[src/rtl/flag_unit.sv]
// -----------------------------------------------------------------------------
// flag_unit
//
// Purpose:
//   Producer side of the branch-condition flag interface. Captures the
//   architectural flags {N,V,Z} from the EX-stage ALU result, using a
//   per-opcode update mask. Holds a conditional branch in ID while a
//   flag-writing instruction is still in EX. Keeps two saturating event
//   counters for performance debug.
//
// Ports:
//   clk          in   1   system clock, all state on the rising edge
//   rst_n        in   1   asynchronous active-low reset
//   ex_valid     in   1   a real (non-bubble) instruction occupies EX
//   ex_opcode    in   4   opcode of the EX instruction
//   alu_out      in  16   EX ALU result
//   alu_ovfl     in   1   EX ALU signed-overflow indication
//   stall        in   1   global pipeline stall; EX does not advance
//   flush        in   1   squash the EX instruction (wrong path)
//   br_req       in   1   conditional branch in ID needs F this cycle
//   F            out  3   registered flags {N,V,Z}
//   br_stall     out  1   hold the ID branch; flags are not yet current
//   flag_wr_cnt  out 16   committed flag writes, saturating
//   br_stall_cnt out 16   cycles with br_stall high, saturating
// -----------------------------------------------------------------------------
module flag_unit (
  input  logic        clk,
  input  logic        rst_n,
  input  logic        ex_valid,
  input  logic [3:0]  ex_opcode,
  input  logic [15:0] alu_out,
  input  logic        alu_ovfl,
  input  logic        stall,
  input  logic        flush,
  input  logic        br_req,
  output logic [2:0]  F,
  output logic        br_stall,
  output logic [15:0] flag_wr_cnt,
  output logic [15:0] br_stall_cnt
);

  // Flag bit positions inside F
  localparam int unsigned ZBit = 0;
  localparam int unsigned VBit = 1;
  localparam int unsigned NBit = 2;

  localparam logic [15:0] CntMax = 16'hFFFF;

  logic [2:0]  flags_q, flags_d;
  logic [15:0] wr_cnt_q, wr_cnt_d;
  logic [15:0] st_cnt_q, st_cnt_d;

  logic [2:0]  upd_mask;
  logic [2:0]  new_flags;
  logic        ex_wr;
  logic        commit;
  logic        hazard;

  // Opcode class decode: arithmetic ops write all three flags, logic and
  // shift/rotate ops write only Z, everything else leaves the flags alone.
  always_comb begin
    upd_mask = 3'b000;
    case (ex_opcode)
      4'b0000, 4'b0001:                   upd_mask = 3'b111;
      4'b0010, 4'b0100, 4'b0101, 4'b0110: upd_mask = 3'b001;
      default:                            upd_mask = 3'b000;
    endcase
  end

  // ex_wr deliberately ignores stall: a stalled writer is still in EX and
  // its result is not yet in F, so the branch must keep waiting. flush
  // removes both the commit and the hazard.
  always_comb begin
    new_flags       = 3'b000;
    new_flags[ZBit] = (alu_out == 16'h0000);
    new_flags[VBit] = alu_ovfl;
    new_flags[NBit] = alu_out[15];

    ex_wr  = ex_valid & ~flush & (upd_mask != 3'b000);
    commit = ex_wr & ~stall;
    // rst_n gating keeps the stall request quiet for the whole reset window
    hazard = br_req & ex_wr & rst_n;

    flags_d = commit ? ((flags_q & ~upd_mask) | (new_flags & upd_mask)) : flags_q;

    wr_cnt_d = wr_cnt_q;
    if (commit && (wr_cnt_q != CntMax)) begin
      wr_cnt_d = wr_cnt_q + 16'd1;
    end

    st_cnt_d = st_cnt_q;
    if (hazard && (st_cnt_q != CntMax)) begin
      st_cnt_d = st_cnt_q + 16'd1;
    end
  end

  always_ff @(posedge clk or negedge rst_n) begin
    if (!rst_n) begin
      flags_q  <= 3'b000;
      wr_cnt_q <= 16'h0000;
      st_cnt_q <= 16'h0000;
    end else begin
      flags_q  <= flags_d;
      wr_cnt_q <= wr_cnt_d;
      st_cnt_q <= st_cnt_d;
    end
  end

  assign F            = flags_q;
  assign br_stall     = hazard;
  assign flag_wr_cnt  = wr_cnt_q;
  assign br_stall_cnt = st_cnt_q;

endmodule

[config.mk]
export PLATFORM = sky130hd
export DESIGN_NAME = flag_unit
export DESIGN_NICKNAME = d
export VERILOG_FILES = /design/src/rtl/flag_unit.sv
export SDC_FILE = /design/constraint.sdc
export NUM_CORES = 1
export LEC_CHECK = 0
export CAP_MARGIN = 20
export CELL_PAD_IN_SITES_DETAIL_PLACEMENT = 0
export CELL_PAD_IN_SITES_GLOBAL_PLACEMENT = 1
export CORE_ASPECT_RATIO = 1.1
export CORE_MARGIN = 5
export CORE_UTILIZATION = 34
export DETAILED_ROUTE_END_ITERATION = 16
export PLACE_DENSITY_LB_ADDON = 0.1
export SYNTH_ARGS = -nofsm -noshare
export SYNTH_HDL_FRONTEND = slang
export SYNTH_SLANG_ARGS = --single-unit
[constraint.sdc]
create_clock -name clk -period 2.1 [get_ports clk]
set_input_delay 0.21 -clock clk [delete_from_list [all_inputs] [get_ports clk]]
set_output_delay 0.21 -clock clk [all_outputs]
set_load 0.03 [all_outputs]
# After elaboration in Yosys (flattened, before gate mapping)
# Index checks and enable logic that the tools add are counted.
word_totals:
  mem_count: 0
  latchBits: 0
  ramBits: 0
  regBits: 35
  inputBits: 27
  mem_bits_ro: 0
classes:
  magnitude_cmp: 0
  add_sub_neg: 2
  n_div: 0
  mul: 0
  shift: 0
  reduce_logical: 7
  bitwise: 11
  muxes: 1
  n_eq_ne: 7
op_table:
  columns: ["cell", "n"]
  rows:
  - ["$add A16 B1 Y16 const B", 2]
  - ["$ne A16 B16 Y1 const B", 2]
  - ["$logic_not A16 Y1", 1]
  - ["$eq A4 B3 Y1 const B", 3]
  - ["$and A3 B3 Y3", 2]
  - ["$pmux W3 S2", 1]
  - ["$and A1 B1 Y1", 5]
  - ["$eq A4 B1 Y1 const B", 1]
  - ["$eq A4 B2 Y1 const B", 1]
  - ["$logic_not A4 Y1", 1]
  - ["$reduce_or A4 Y1", 1]
  - ["$not A3 Y3", 1]
  - ["$or A3 B3 Y3", 1]
  - ["$reduce_bool A3 Y1", 1]
  - ["$logic_and A1 B1 Y1", 2]
  - ["$not A1 Y1", 2]
  - ["$reduce_or A2 Y1", 1]

# Depth between registers and ports, before layout
logic_depth:
  word_depth: 8
  depth_mapped: 6
  ltp_nobuf: 6

# Worst setup path before layout
# Ideal clock, no wire load.
synth_timing:
  kind: "flip-flop to flip-flop"
  start: "reg st_cnt_q[0] (netlist: br_stall_cnt[0])"
  end: "reg st_cnt_q[1] (netlist: br_stall_cnt[1])"
  path_buffers: 0
  path_slack_ns: 0.122
  required_time_ns: 1.975
  path_stages_with_launch: 6
  setup_time_ns: 0.125
  synth_period_minus_slack_ns: 1.978
  t_arrival_ns: 1.854
  cell_sequence: "dfrtp_1 > ha_1 > inv_1 > or2_0 > o31ai_4 > mux2_2"
synth_between:
  elab_chain_len: 2
  elab_cells_between_ends: 3
  classes_between: "add/sub (1); eq/ne (1); reduce/logical (1)"
synth_lines:
  columns: ["element", "line", "source"]
  rows:
  - ["start: declaration", "51", "logic [15:0] st_cnt_q, st_cnt_d;"]
  - ["start signal: assignment", "105", "st_cnt_q <= st_cnt_d;"]
  - ["branches (longest 2 deep; another with $add A16 B1 Y16)", null, null]
# Several ways; the timed one is not identified.
# A chain may end at the register's enable or synchronous reset.

# Worst setup path in the final report
# Same ends and word-level chain as after synthesis.

==> metrics.txt <==
outcome=complete, no violations; busiest grt layer=met2; hold buffer count at CTS=0; DP Area=2500 sq um; Port Buffers=62; commonest non-fill, non-tap cell in the layout=clkdlybuf4s50_1; Clock Tree Buf Depth=2; DR vias/cell=4.96; Synth Instances=159; Initial Utilization=0.350; DR WL/cell=15.0 um; Reg clk slew, reported paths=0.07 ns; std cell rows=27; die height=85.5 um; synthesized area=1760 sq um; vias in the first global route=1532; die footprint=6720 sq um; post-synthesis sequential area ratio=0.498; slowest cell on the critical path=o31ai_4; HP Class=in -> async; CTS H-tree lvls=2; max_slew headroom=0.657; first-pass GRT wire length=7380 um; clk root buf=clkbuf_8; ys async rst share=1.00; Leak=1.12 nW; Setup Fix Bufs, Post-CTS=0; Overall Power=1.77 mW; buffer and inverter count on the worst path=1; Main synth FF type=dfrtp_1; fin crit period=1.94 ns; Global Route met2 Usage=0.242; met3 Use GR=0.0372; crit share post-route=0.924; # fillers=450; register bit total from synthesis=35; largest net degree at the start of global routing=36; TritonCTS buffer count=5; diode count=0; final setup fails=0; Arr. time, crit path=2.11 ns; CTS resizes=0; Crit path max-delay family=compound AO/OA/AOI/OAI gates; Synth Net Count=188; EDFF count, synth=0; initial drt markers=26; fin. max-slew vios=0; cell area after layout=2600 sq um; Final GP Congestion=0.769; highest clock rate=0.516 GHz; share of post-route cells with drive strength above 1=0.132; Critical Path Sink Type=register; Largest stage delay, worst path=0.44 ns; total grt overflow=0; vias post-DR=1454; core area=5030 sq um; met1 usage in global routing=0.159; RSZ-0062 raised after global routing=false; area of the multi-input gates=858 sq um; Setup Skew=0.00711 ns; Die Wd=78.6 um; # DRC=0; CP Cell Sequence=ha_1 -> inv_1 -> or2_0 -> o31ai_4 -> mux2_2; Crit Path Max Fanout=7; CTS Sinks=35; warnings from Yosys=0; average size of a mapped cell=11.1 sq um; initial antenna violation count=0; final hold viol count=0; VDD IR max=565 uV; TritonRoute pass-1 iters=4; DRT Wirelength=4380 um; max-cap violation count=0; Post-Route Setup TNS=0 ns; power density cells=683 nW/um^2; CTS tree=yes; num ports=63; Req. time, crit path=2.27 ns; Skew-Pair Late Insertion Delay=0.29 ns; Least-Margin Pin Slew=0.510 ns; Storage cell area=876 sq um; library cells used by synthesis=33; total global-route track usage=0.138; most frequent cells in the layout=clkdlybuf4s50_1 (61), dfrtp_1 (35), nand2_1 (16); final net count=263; critical path startpoint category=register; post-route ant nets=0; area grow syn2layout=47.5%; DPL Wire Length=3420 um; CP Class=reg -> reg
## layout make-up
class	count	area share
clock buffer	8	0.0386
inverter	7	0.0101
multi-input combinational	117	0.331
sequential	35	0.337
tap	58	0.0280
timing repair buffer	68	0.255
## worst reg2reg max path: stages, from the launching register on
cell and delay (ns):
dfrtp_1 0.42, ha_1 0.19, inv_1 0.05, or2_0 0.35, o31ai_4 0.44, mux2_2 0.38
## metal layers
layer,part of all wire,up-vias
met5,0,-
met4,0.019,0
met3,0.031,7
met2,0.52,27
met1,0.43,709
li1,-,711
## synth_stat cells (2+ instances only)
library cell	instances	area share
and2_1	4	0.014
and3_1	3	0.011
and4_1	3	0.015
dfrtp_1	35	0.50
ha_1	2	0.014
inv_1	7	0.015
mux2_2	7	0.045
nand2_1	16	0.034
nand2b_1	2	0.0071
nand3_1	6	0.017
nand4_1	9	0.032
nor2_1	12	0.026
nor3_1	4	0.011
nor3_2	2	0.011
nor4_1	5	0.018
o21ai_0	4	0.011
xnor2_1	10	0.050
xor2_1	13	0.065
## sequential cells by signal, indices dropped and copies added (netlist names), named ones only
name / count
br_stall_cnt: 16
flag_wr_cnt: 16
## through the flow
| stage | cells | utilization | setup WS [ns] | hold WS, ns |
|---|---|---|---|---|
| after global routing | 293 | 0.516 | 0.0438 | 0.466 |
| after CTS | 293 | 0.516 | 0.144 | 0.435 |
| after global placement | 285 | 0.496 | -0.0921 | 0.473 |
| final | 293 | 0.516 | 0.160 | 0.435 |
| after detailed placement | 285 | 0.496 | -0.126 | 0.480 |
| after floorplan | 159 | - | 0.122 | -0.0856 |
## cells by family after synthesis
group | Yosys count | share of synthesized area
simple gates | 73 | 0.244
flops | 35 | 0.498
xor+xnor | 24 | 0.124
compound gates | 10 | 0.0547
mux | 8 | 0.0512
buf+inv | 7 | 0.0149
fa+ha+maj | 2 | 0.0142
## final timing paths
kind	from	to	slack (ns)	cells after the start
worst max-delay path	br_stall_cnt[0]	br_stall_cnt[1]	0.16	5
worst min-delay path	rst_n	flag_wr_cnt[2]	0.43	2
worst max register to register	br_stall_cnt[0]	br_stall_cnt[1]	0.16	5
worst min register to register	register	register	0.49	2
max in group asynchronous	rst_n	br_stall_cnt[4]	1.34	2
min in group clk	register	register	0.49	2
## where the power goes
part,internal [mW],switching [mW],total [mW]
combinational,0.205,0.217,0.423
sequential,0.733,0.0761,0.809
clock,0.300,0.242,0.542
Note: power is estimated with default switching activity, not from simulation.
